--- src/rtl/lcd_bus_arb.sv ---
// rtl/lcd_bus_arb.sv - two-client round-robin arbiter and E/settle timing for an HD44780 character LCD bus
//
// Ports:
//   clk                  system clock
//   rst                  asynchronous reset, active low
//   i_req0/i_req1        client write request, held until the matching ack
//   i_rs0/i_rs1          client register select (0 = command, 1 = data)
//   i_data0/i_data1      client byte
//   o_ack0/o_ack1        one-cycle pulse once the client's transfer and settle time are done
//   o_busy               low only while idle and able to grant
//   o_grant              client currently or most recently served
//   o_lcd_rs, o_lcd_rw, o_lcd_e, o_lcd_data   LCD pins

module lcd_bus_arb #(
    parameter int unsigned PWRUP_CYC   = 1000000,
    parameter int unsigned E_PULSE_CYC = 50,
    parameter int unsigned DLY_CMD_CYC = 2500,
    parameter int unsigned DLY_CLR_CYC = 100000
) (
    input  logic       clk,
    input  logic       rst,
    input  logic       i_req0,
    input  logic       i_rs0,
    input  logic [7:0] i_data0,
    output logic       o_ack0,
    input  logic       i_req1,
    input  logic       i_rs1,
    input  logic [7:0] i_data1,
    output logic       o_ack1,
    output logic       o_busy,
    output logic       o_grant,
    output logic       o_lcd_rs,
    output logic       o_lcd_rw,
    output logic       o_lcd_e,
    output logic [7:0] o_lcd_data
);

    typedef enum logic [2:0] {
        S_PWRUP,
        S_IDLE,
        S_SETUP,
        S_EHIGH,
        S_HOLD,
        S_GAP
    } state_t;

    // Terminal counts: the counter restarts at 0 on every state entry, so a
    // state lasting N cycles leaves when the counter reads N-1.
    localparam logic [31:0] PWRUP_LAST = 32'(PWRUP_CYC - 1);
    localparam logic [31:0] EHIGH_LAST = 32'(E_PULSE_CYC - 1);
    localparam logic [31:0] CMD_LAST   = 32'(DLY_CMD_CYC - 1);
    localparam logic [31:0] CLR_LAST   = 32'(DLY_CLR_CYC - 1);

    state_t      state;
    state_t      state_nx;
    logic [31:0] cnt;
    logic        ptr;        // client that wins when both request together
    logic        take;       // grant happens on this edge
    logic        grant_nx;
    logic        long_dly;
    logic [31:0] hold_last;

    // Clear and Return Home need the long settle; data writes never do,
    // whatever byte they carry.
    assign long_dly  = !o_lcd_rs && (o_lcd_data == 8'h01 || o_lcd_data == 8'h02 ||
                                     o_lcd_data == 8'h03);
    assign hold_last = long_dly ? CLR_LAST : CMD_LAST;

    always_comb begin
        state_nx = state;
        take     = 1'b0;
        grant_nx = o_grant;
        case (state)
            S_PWRUP: begin
                if (cnt == PWRUP_LAST) state_nx = S_IDLE;
            end
            S_IDLE: begin
                if (i_req0 || i_req1) begin
                    take     = 1'b1;
                    state_nx = S_SETUP;
                    grant_nx = (i_req0 && i_req1) ? ptr : i_req1;
                end
            end
            S_SETUP: begin
                state_nx = S_EHIGH;
            end
            S_EHIGH: begin
                if (cnt == EHIGH_LAST) state_nx = S_HOLD;
            end
            S_HOLD: begin
                if (cnt == hold_last) state_nx = S_GAP;
            end
            S_GAP: begin
                state_nx = S_IDLE;
            end
            default: begin
                state_nx = S_PWRUP;
            end
        endcase
    end

    always_ff @(posedge clk or negedge rst) begin
        if (!rst) begin
            state      <= S_PWRUP;
            cnt        <= 32'd0;
            ptr        <= 1'b0;
            o_grant    <= 1'b0;
            o_lcd_rs   <= 1'b0;
            o_lcd_data <= 8'h00;
        end else begin
            state <= state_nx;
            cnt   <= (state_nx != state) ? 32'd0 : cnt + 32'd1;
            if (take) begin
                o_grant    <= grant_nx;
                ptr        <= ~grant_nx;
                o_lcd_rs   <= grant_nx ? i_rs1 : i_rs0;
                o_lcd_data <= grant_nx ? i_data1 : i_data0;
            end
        end
    end

    // Decoded straight from the state register so that an asynchronous reset
    // pulls E low immediately and drops any pending ack.
    assign o_lcd_e  = (state == S_EHIGH);
    assign o_busy   = (state != S_IDLE);
    assign o_ack0   = (state == S_GAP) && !o_grant;
    assign o_ack1   = (state == S_GAP) && o_grant;
    assign o_lcd_rw = 1'b0;

endmodule

--- config.mk ---
export PLATFORM = sky130hd
export DESIGN_NAME = lcd_bus_arb
export DESIGN_NICKNAME = d
export VERILOG_FILES = /design/src/rtl/lcd_bus_arb.sv
export SDC_FILE = /design/constraint.sdc
export NUM_CORES = 1
export LEC_CHECK = 0
export BUFFER_PORTS_ARGS = -buffer_cell sky130_fd_sc_hd__buf_4
export CAP_MARGIN = 20
export CORE_ASPECT_RATIO = 1.4
export CORE_MARGIN = 3
export CORE_UTILIZATION = 51
export CTS_CLUSTER_DIAMETER = 150
export DETAILED_ROUTE_END_ITERATION = 8
export GPL_TIMING_DRIVEN = 0
export PLACE_DENSITY = 0.82
export RECOVER_POWER = 25
export SETUP_SLACK_MARGIN = 0.3
export SYNTH_ARGS = -nofsm -noshare
export SYNTH_HDL_FRONTEND = slang
export SYNTH_SLANG_ARGS = --single-unit
--- constraint.sdc ---
create_clock -name clk -period 2.05 [get_ports clk]
set_clock_uncertainty 0.1 [all_clocks]
set_input_delay 0.3075 -clock clk [delete_from_list [all_inputs] [get_ports clk]]
set_output_delay 0.3075 -clock clk [all_outputs]
set_load 0.02 [all_outputs]
==> impl_metrics.csv, run 1 <==
group,metric,value,unit
routing,via_count,2319,
worst_hold_path,min_to,"o_lcd_data[7]$_DFFE_PN0P_",
critical_path,path_delay_family,"simple AND/OR/NAND/NOR gates",
critical_path,path_class,"register to register",
timing,drv_slew,0,
timing,post-route-period-util,106,%
clock_network,cts.sinks,46,
synth,syn-mean-instance-area,9.76,um2
clock_network,clockBufferDepth,2,
critical_path,cp_max_fo,8,
timing,finalSetupViolations,33,
clock_network,cts-htree-levels,2,
finish,drive_gt1_share,45.6,%
finish,fin_util,77.3,%
timing,setup_slack,-115,ps
synth,async_flop_share,100,%
timing,hold_viol,0,
routing,drc,0,
worst_hold_path,min_from,"i_data1[7]",
critical_path,cp-start-kind,"register",
clock_network,cts_tree,"built",
synth,synth.net_count,285,
critical_path,rr_startpoint,"cnt[9]$_DFF_PN0_",
routing,first_pass_iters,4,
finish,n_fill_cell,290,
clock_network,cts-root-buf,"clkbuf_8",
global_route,antenna_found_initial,0,
synth,syn_inst,261,
critical_path,cp_slowest_cell,"or4_4",
finish,fin_nets,354,
floorplanning,initial_core_util,54.4,%
power,power.density,1090,nW/um2
global_route,gr-total-overflow,0,
routing,wire_per_inst,17.4,um
global_route,grt_pass1_wl,10.6,mm
global_route,grt_pass1_vias,2267,
critical_path,crit_required,2140,ps
critical_path,reg2reg_to,"cnt[20]$_DFF_PN0_",
power,p_sw_share,38.9,%
finish,mostFrequentLayoutCell,"buf_4",
place,placedInstanceArea,3070,um2
routing,wirelength,6.82,mm
finish,diodes,0,
routing,route.antenna.remaining_nets,0,
clock_network,clk-insertion-delay-late,310,ps
place,port_buffers,35,
global_route,track_usage,23.5,%
timing,maxSlewHeadroom,24.1,%
routing,via_per_inst,5.90,
critical_path,critPathLaunch,"cnt[9]$_DFF_PN0_",
synth,seq_area_frac_synth,45.2,%
timing,max_freq,462,MHz
power,p_leak,1.48,nW
synth,synth_edf_count,0,
power,p_switching,1.53,mW
finish,final_area,3620,um2
floorplanning,core_area,4680,um2
power,vdd_drop_max,0.000501,V
critical_path,rrSetupSlack,-120,ps
worst_hold_path,hold_path_class,"primary input to register",
finish,area_growth,41.9,%
timing,rsz0062_at_grt,"true",
power,p_total,3.94,mW
timing,worst_slew_pin_slew,1140,ps
run,max_cap_viol_count,0,
synth,synth_seq_cells,46,
power,p_comb_share,49.7,%
synth,yosysUniqueCellTypes,42,
critical_path,crit_top_cell,"buf_6",
run_status,violations,"setup timing",
power,p_int,2.40,mW
floorplanning,num_rows,29,
synth,ys_warn_count,0,
floorplanning,io-pin-count,37,
power,pwr-share-clk,17.4,%
clock_network,cts_made_buffers,5,
critical_path,arrival,2260,ps
synth,syn_area,2550,um2
timing,fin_tns_setup,-1970,ps
worst_hold_path,worstHoldPathCells,2,
place,gp_congestion,0.852,
floorplanning,chipHeight,89.6,um
power,p_seq_share,32.9,%
run_status,outcome,"finished with violations",
critical_path,slowest_delay,530,ps
timing,final.min_clock_period,2170,ps
finish,layout_common_cells,"buf_4, dfrtp_1, nor3_2, xnor2_1, nor3_1",
critical_path,worstPathCellList,"buf_6, nand4_1, or4_4, buf_6, or3_4, xor2_1, nor3_2",
global_route,grt_max_degree,47,
floorplanning,die_w,65.7,um
critical_path,r2r_cells,7,
critical_path,cp_num_buf_inv,2,
floorplanning,die_area,5890,um2
place,post-dp-hpwl,4.24,mm
critical_path,end_kind,"register",
synth,synth_ff_type,"dfrtp_1",
clock_network,cts.clk_slew.worst_paths,100,ps
routing,drt-initial-drc-count,49,
synth_stat cells (2+ instances only):
| master | count | area, um2 |
|---|---|---|
| dfrtp_1 | 46 | 1150 |
| nor3_1 | 44 | 220 |
| xnor2_1 | 20 | 175 |
| nor2_1 | 17 | 63.8 |
| nand2_1 | 14 | 52.6 |
| nand3_1 | 10 | 50.1 |
| a221o_1 | 9 | 90.1 |
| nor2b_1 | 9 | 56.3 |
| xor2_1 | 9 | 78.8 |
| inv_1 | 8 | 30.0 |
| buf_2 | 7 | 35.0 |
| nand4_1 | 7 | 43.8 |
| nor4_1 | 7 | 43.8 |
| o21ai_0 | 6 | 30.0 |
| and4_1 | 5 | 43.8 |
| buf_6 | 4 | 45.0 |
| or3_1 | 4 | 25.0 |
| clkbuf_1 | 3 | 11.3 |
| and3_1 | 2 | 12.5 |
| ha_1 | 2 | 25.0 |
| nor3_2 | 2 | 20.0 |
| nor3b_1 | 2 | 15.0 |
| nor4_2 | 2 | 25.0 |
| nor4b_2 | 2 | 30.0 |
| o211a_1 | 2 | 20.0 |
| or4_1 | 2 | 15.0 |
worst max-delay path by stage:
stage | to | cells past startpoint
floorplan | cnt[20]$_DFF_PN0_ | 7
finish | cnt[20]$_DFF_PN0_ | 7
detailed placement | cnt[4]$_DFF_PN0_ | 6
global placement | cnt[6]$_DFF_PN0_ | 6
CTS | cnt[21]$_DFF_PN0_ | 7
global route | cnt[20]$_DFF_PN0_ | 7
metrics by stage:
step	hold WS, ps	std cells	worst slack [ps]
2_1_floorplan	-88.1	261	-47.1
3_3_place_gp	242	358	-332
3_5_place_dp	247	358	-321
4_1_cts	128	386	-102
5_1_grt	134	393	-176
6_report	138	393	-115
repair_timing:
action,CTS,global route
endpoints found under the hold margin,46,0
gates cloned,1,2
hold buffers,1,0
setup buffers,18,5
pin swaps,7,11
setup endpoints to repair,45,46
resized for setup,33,22
worst register-to-register path: cells and delay by family, from the launching register on:
family / cells / cell delay [ps]
xor gates and xnor gates: 1 / 200
DFF: 1 / 360
and+or+nand+nor: 4 / 1110
buffers and inverters: 2 / 280
metal layers:
metal	vias up	GRT usage, %	share of wire (%)
met1	1124	26.1	39
li1	1089	-	-
met5	-	0	0
met3	18	4.36	4.9
met2	88	43.8	53
met4	0	9.81	2.6
kinds of logic (layout without fill, tap and decap cells):
kind of cell	Yosys count	after routing	share of synthesized area [%]
buffers and inverters	23	93	5.06
XOR/XNOR	29	29	9.97
other	1	1	0.147
adder cells (fa/ha/maj)	2	2	0.982
AND/OR/NAND/NOR	137	137	31.1
multiplexers	1	1	0.393
flip-flops	46	46	45.2
AO/OA/AOI/OAI	22	22	7.12
state kept, by name, indices dropped and copies added (netlist names):
name and flops:
cnt 32, o_grant 1, o_lcd_data 8, o_lcd_rs 1, ptr 1, state 3
power by group through the flow:
stage / Combinational, mW / Sequential (mW) / Clock [mW]
after detailed placement: 1.57 / 1.32 / 0
after floorplan: 1.00 / 1.40 / 0
after CTS: 1.83 / 1.28 / 0.696
after global routing: 2.11 / 1.32 / 0.729
final: 1.96 / 1.29 / 0.684
after global placement: 1.53 / 1.31 / 0
layout make-up:
cell class | instances | area, um2 | area share, %
multi-input combinational | 192 | 1560 | 43.1
sequential | 46 | 1160 | 32.0
timing repair buffer | 62 | 507 | 14.0
buffer | 15 | 170 | 4.71
tap | 62 | 77.6 | 2.15
clock buffer | 5 | 68.8 | 1.90
clock inverter | 3 | 45.0 | 1.25
inverter | 8 | 30.0 | 0.830
Power figures use the tool's default switching activity.
==> run 2: changes to the inputs <==
--- a/constraint.sdc
+++ b/constraint.sdc
@@ -3,3 +3,3 @@
 set_input_delay 0.3075 -clock clk [delete_from_list [all_inputs] [get_ports clk]]
 set_output_delay 0.3075 -clock clk [all_outputs]
-set_load 0.02 [all_outputs]
+set_load 0.005 [all_outputs]
==> run 2 against run 1 <==
Net effect:
- the run still ends with setup timing left
- cell count is 3.8% higher
- first-iteration DRC count grew to 2.7 times the previous value
- global-route usage is 2.7 points higher
- die area stayed put
- routed wire length is 32% higher
- total power is 10% higher
- combinational power is 12% higher
- fmax is 1.4% lower
- sequential cell count stayed put
- sequential share of layout area is 2.6 points lower
- setup slack worse by 30 ps
- critical endpoint is now cnt[4]$_DFF_PN0_
==> impl_metrics.csv, run 2 (same netlist as run 1, synthesis figures left out) <==
group,metric,value,unit
floorplanning,chipHeight,89.6,um
global_route,antenna_found_initial,0,
global_route,busiest_layer,"met2",
place,port_buffers,35,
clock_network,clk-insertion-delay-late,320,ps
timing,max_freq,456,MHz
run_status,outcome,"finished with violations",
global_route,use_met1,27.6,%
critical_path,reg2reg_to,"cnt[4]$_DFF_PN0_",
timing,hold_viol,0,
worst_hold_path,hold_path_class,"primary input to register",
critical_path,end_kind,"register",
critical_path,slowest_delay,460,ps
floorplanning,initial_core_util,54.4,%
global_route,gr-usage-met2,50.4,%
timing,maxSlewHeadroom,21.0,%
clock_network,cts.clk_slew.worst_paths,100,ps
timing,worst_slew_pin_slew,1190,ps
critical_path,rr_startpoint,"cnt[13]$_DFF_PN0_",
finish,top_register,"cnt",
floorplanning,io-pin-count,37,
critical_path,worstPathCellList,"nor4_4, nand4_1, nor4b_4, a211o_4, buf_4, nor3_2",
timing,holdWs,119,ps
finish,top_regs,"cnt (32), o_lcd_data (8), state (3)",
power,vdd_drop_max,0.00111,V
timing,setup_slack,-145,ps
finish,largest_reg_flops,32,
finish,drive_gt1_share,52.6,%
critical_path,r2r_cells,6,
timing,finalSetupViolations,34,
clock_network,cts_tree,"built",
critical_path,crit_path_end,"cnt[4]$_DFF_PN0_",
power,p_leak,1.66,nW
floorplanning,die_area,5890,um2
finish,diodes,0,
global_route,track_usage,26.2,%
timing,post-route-period-util,107,%
critical_path,cp_num_buf_inv,1,
routing,via_count,2593,
clock_network,clockBufferDepth,2,
routing,route.antenna.remaining_nets,0,
run,max_cap_viol_count,0,
place,post-dp-hpwl,4.15,mm
run_status,violations,"setup timing",
floorplanning,core_area,4680,um2
critical_path,arrival,2290,ps
routing,via_per_inst,6.36,
routing,first_pass_iters,4,
routing,wire_per_inst,22.1,um
floorplanning,die_w,65.7,um
place,gp_congestion,0.883,
critical_path,cp_max_fo,6,
critical_path,rrSetupSlack,-150,ps
worst_hold_path,worstHoldPathCells,2,
timing,drv_slew,0,
finish,mostFrequentLayoutCell,"buf_4",
power,power.density,1100,nW/um2
finish,final_cells,408,
finish,layout_common_cells,"buf_4, dfrtp_1, nor3_2, xnor2_1, buf_6",
global_route,met3_usage,5.11,%
place,dp.cells,358,
global_route,gr-total-overflow,0,
place,preCtsSetupSlack,-336,ps
critical_path,critPathLaunch,"cnt[13]$_DFF_PN0_",
critical_path,cp-start-kind,"register",
critical_path,path_class,"register to register",
finish,area_growth,55.0,%
global_route,grt_pass1_wl,11.7,mm
critical_path,cp_slowest_cell,"dfrtp_2",
routing,wirelength,9.01,mm
critical_path,cp.depth,6,
finish,fin_nets,369,
clock_network,cts_made_buffers,5,
clock_network,cts-root-buf,"clkbuf_8",
floorplanning,num_rows,29,
routing,drc,0,
routing,drt-initial-drc-count,131,
timing,final.min_clock_period,2200,ps
clock_network,cts.sinks,46,
timing,rsz0062_at_grt,"true",
critical_path,crit_required,2140,ps
clock_network,cts-htree-levels,2,
critical_path,path_delay_family,"simple AND/OR/NAND/NOR gates",
global_route,grt_max_degree,47,
global_route,grt_pass1_vias,2371,
[run 2: cell count changes in the layout (fill, tap and decap cells not counted), sizes merged]
cell | before | now
bufinv | 1 | 2
clkinv | 0 | 1
clkbuf | 9 | 10
buf | 72 | 86
clkinvlp | 2 | 0
[run 2: worst min-delay path by stage]
| stage | start | slack, ps | to |
|---|---|---|---|
| floorplan | rst | -90 | cnt[0]$_DFF_PN0_ |
| global placement | rst | 240 | o_lcd_data[2]$_DFFE_PN0P_ |
| detailed placement | rst | 240 | o_lcd_data[2]$_DFFE_PN0P_ |
| CTS | i_data0[7] | 130 | o_lcd_data[7]$_DFFE_PN0P_ |
| global route | i_rs0 | 120 | o_lcd_rs$_DFFE_PN0P_ |
| finish | i_rs1 | 120 | o_lcd_rs$_DFFE_PN0P_ |
[run 2: worst register-to-register path, stage by stage, from the launching register on]
cell and delay [ps]:
dfrtp_2 460, nor4_4 290, nand4_1 260, nor4b_4 430, a211o_4 270, buf_4 190
nor3_2 60
[run 2: metrics by stage]
stage,cell area (um2),TNS [ps],utilization (%),power [mW]
floorplan,2710,-47.1,-,2.22
global placement,3050,-9600,65.1,2.66
detailed placement,3050,-10050,65.1,2.69
CTS,3570,-499,76.3,3.90
global route,3950,-7000,84.4,4.56
finish,3950,-3760,84.4,4.35
[run 2: cell type report]
class	instances	area [um2]
Multi-Input combinational cell	192	1700
Sequential cell	46	1160
Fill cell	241	732
Timing Repair Buffer	77	662
Buffer	15	183
Tap cell	62	77.6
Clock buffer	5	68.8
Clock inverter	3	68.8
Inverter	8	30.0
[run 2: repair_timing]
item                                   in CTS  in global routing
setup buffers                              24                 12
pin swaps                                  12                 11
resized for setup                          48                 54
endpoints found under the hold margin      46                  0
hold buffers                                1                  0
setup endpoints to repair                  46                 48
cloned                                      3                  2
[run 2: per-layer routing]
metal  up-vias  wire (um)
met5         -          0
met4         0        441
met3        41        518
met2       132       4820
met1      1311       3230
li1       1109          -
[run 2: report_power, final]
group,switching [mW],total (mW),internal (mW)
clock,0.339,0.827,0.489
combinational,1.09,2.20,1.11
sequential,0.208,1.32,1.11
==> run 3: changes to the inputs <==
- GPL_TIMING_DRIVEN: 0 -> not set
==> run 3 against run 2 <==
Net effect:
- the flow still finishes with violations (setup timing)
- combinational power shrank 8%
- fmax grew 0.57%
- sequential cell count unchanged
- highest routed layer unchanged
- hold slack improved by 20 ps
- total power decreased by 9.3%
- critical path depth rose by 1
- via count decreased by 5.4%
==> impl_metrics.csv, run 3 (same netlist as run 1, synthesis figures left out) <==
group,metric,value,unit
run_status,outcome,"finished with violations",
run_status,violations,"setup timing",
power,p_seq_share,31.8,%
clock_network,cts-root-buf,"clkbuf_8",
finish,mostFrequentLayoutCell,"buf_4",
clock_network,cts_tree,"built",
power,p_switching,1.43,mW
place,dp.cells,385,
floorplanning,initial_core_util,54.4,%
routing,drt-initial-drc-count,106,
power,p_leak,1.57,nW
clock_network,cts_made_buffers,5,
critical_path,end_kind,"register",
finish,area_growth,47.3,%
critical_path,crit_required,2140,ps
worst_hold_path,hold_path_class,"primary input to register",
timing,finalSetupViolations,33,
routing,via_per_inst,6.00,
power,p_sw_share,36.3,%
global_route,antenna_found_initial,0,
timing,post-route-period-util,106,%
finish,multi_input_area,1560,um2
clock_network,clk-insertion-delay-late,300,ps
finish,n_fill_cell,294,
place,gp_congestion,0.884,
routing,route.antenna.remaining_nets,0,
worst_hold_path,min_from,"i_data1[0]",
floorplanning,chipHeight,89.6,um
critical_path,arrival,2270,ps
timing,rsz0062_at_grt,"true",
timing,drv_slew,0,
finish,layout_common_cells,"buf_4, dfrtp_1, nor3_2, xnor2_1, nor3_1",
critical_path,cp_max_fo,8,
routing,drc,0,
clock_network,clockBufferDepth,2,
critical_path,r2r_cells,7,
clock_network,cts.sinks,46,
global_route,gr-total-overflow,0,
floorplanning,die_area,5890,um2
routing,via_count,2454,
floorplanning,io-pin-count,37,
critical_path,cp_num_buf_inv,2,
clock_network,cts.clk_slew.worst_paths,90,ps
critical_path,cp_slowest_cell,"or4_4",
global_route,grt_max_degree,47,
floorplanning,num_rows,29,
global_route,track_usage,26.5,%
routing,first_pass_iters,4,
finish,final_cells,409,
clock_network,cts-htree-levels,2,
critical_path,path_delay_family,"simple AND/OR/NAND/NOR gates",
floorplanning,die_w,65.7,um
finish,largest_reg_flops,32,
power,pwr-share-clk,16.8,%
routing,wire_per_inst,19.6,um
critical_path,rrSetupSlack,-130,ps
finish,top_regs,"cnt (32), o_lcd_data (8), state (3)",
global_route,grt_pass1_wl,11.8,mm
critical_path,cp-start-kind,"register",
critical_path,path_class,"register to register",
power,p_comb_share,51.3,%
place,post-dp-hpwl,4.96,mm
timing,hold_viol,0,
finish,seqCellArea,1150,um2
critical_path,worstPathCellList,"or4_4, nor4b_4, mux2i_2, nor3_4, buf_12, clkbuf_16, nor3_2",
floorplanning,core_area,4680,um2
power,vdd_drop_max,0.000649,V
finish,fin_nets,370,
timing,max_freq,458,MHz
timing,setup_slack,-133,ps
critical_path,rr_startpoint,"cnt[16]$_DFF_PN0_",
timing,worst_slew_pin_slew,1120,ps
timing,maxSlewHeadroom,25.7,%
finish,top_register,"cnt",
place,port_buffers,35,
finish,diodes,0,
global_route,grt_pass1_vias,2558,
worst_hold_path,worstHoldPathCells,2,
routing,wirelength,8.01,mm
run,max_cap_viol_count,0,
power,power.density,1050,nW/um2
finish,fin_util,80.2,%
finish,drive_gt1_share,46.7,%
worst_hold_path,min_to,"o_lcd_data[0]$_DFFE_PN0P_",
timing,final.min_clock_period,2180,ps
power,p_int,2.51,mW
critical_path,reg2reg_to,"cnt[9]$_DFF_PN0_",
critical_path,slowest_delay,570,ps
[run 3: power groups by stage]
| stage | clock (mW) | combinational [mW] | sequential (mW) |
|---|---|---|---|
| global route | 0.719 | 2.16 | 1.28 |
| floorplan | 0 | 0.936 | 1.28 |
| CTS | 0.675 | 1.93 | 1.25 |
| detailed placement | 0 | 1.61 | 1.26 |
| finish | 0.664 | 2.02 | 1.26 |
| global placement | 0 | 1.57 | 1.25 |
[run 3: worst max path at each step]
stage / startpoint / to / slack (ps) / depth (start not counted)
2_1_floorplan: cnt[0]$_DFF_PN0_ / cnt[20]$_DFF_PN0_ / -50 / 7
3_3_place_gp: cnt[0]$_DFF_PN0_ / cnt[20]$_DFF_PN0_ / -30 / 6
3_5_place_dp: cnt[1]$_DFF_PN0_ / cnt[20]$_DFF_PN0_ / -130 / 6
4_1_cts: cnt[3]$_DFF_PN0_ / cnt[19]$_DFF_PN0_ / -30 / 6
5_1_grt: cnt[16]$_DFF_PN0_ / cnt[11]$_DFF_PN0_ / -180 / 7
6_report: cnt[16]$_DFF_PN0_ / cnt[9]$_DFF_PN0_ / -130 / 7
[run 3: area by class of cell]
| type | instances | area share [%] |
|---|---|---|
| clock buffers | 7 | 2.03 |
| clock inverters | 1 | 0.800 |
| inverters | 8 | 0.800 |
| multi-input cells | 192 | 41.5 |
| flip-flops and latches | 46 | 30.7 |
| well taps | 62 | 2.07 |
| repair buffers | 93 | 22.1 |
[run 3: what timing repair did]
| item | in CTS | in global routing |
|---|---|---|
| setup buffers | 5 | 4 |
| setup endpoints to repair | 45 | 48 |
| hold endpoints to repair | 46 | 0 |
| gates resized for setup | 30 | 15 |
| hold buffers | 1 | 0 |
| cloned | 3 | 3 |
| pin swaps | 7 | 8 |
[run 3: worst register-to-register path, stage by stage, from the launching register on]
cell and delay (ps):
dfrtp_1 420, or4_4 580, nor4b_4 250, mux2i_2 140, nor3_4 230, buf_12 150, clkbuf_16 170, nor3_2 50
[run 3: layer usage]
metal	share of wire [%]	up-vias	GRT usage, %
li1	-	1112	-
met5	0	-	0
met1	36	1225	27.5
met4	4.5	0	13.0
met3	5.0	30	4.11
met2	55	87	51.1
[run 3: through the flow]
| step | setup WS [ps] | cell area, um2 | hold WS [ps] | setup TNS, ps | total power [mW] |
|---|---|---|---|---|---|
| final | -133 | 3750 | 139 | -3880 | 3.94 |
| after global routing | -184 | 3750 | 143 | -5570 | 4.15 |
| after CTS | -34.0 | 3580 | 139 | -229 | 3.85 |
| after detailed placement | -132 | 3270 | 243 | -803 | 2.87 |
| after global placement | -30.1 | 3270 | 242 | -110 | 2.82 |
| after floorplan | -47.1 | 2710 | -88.1 | -47.1 | 2.22 |
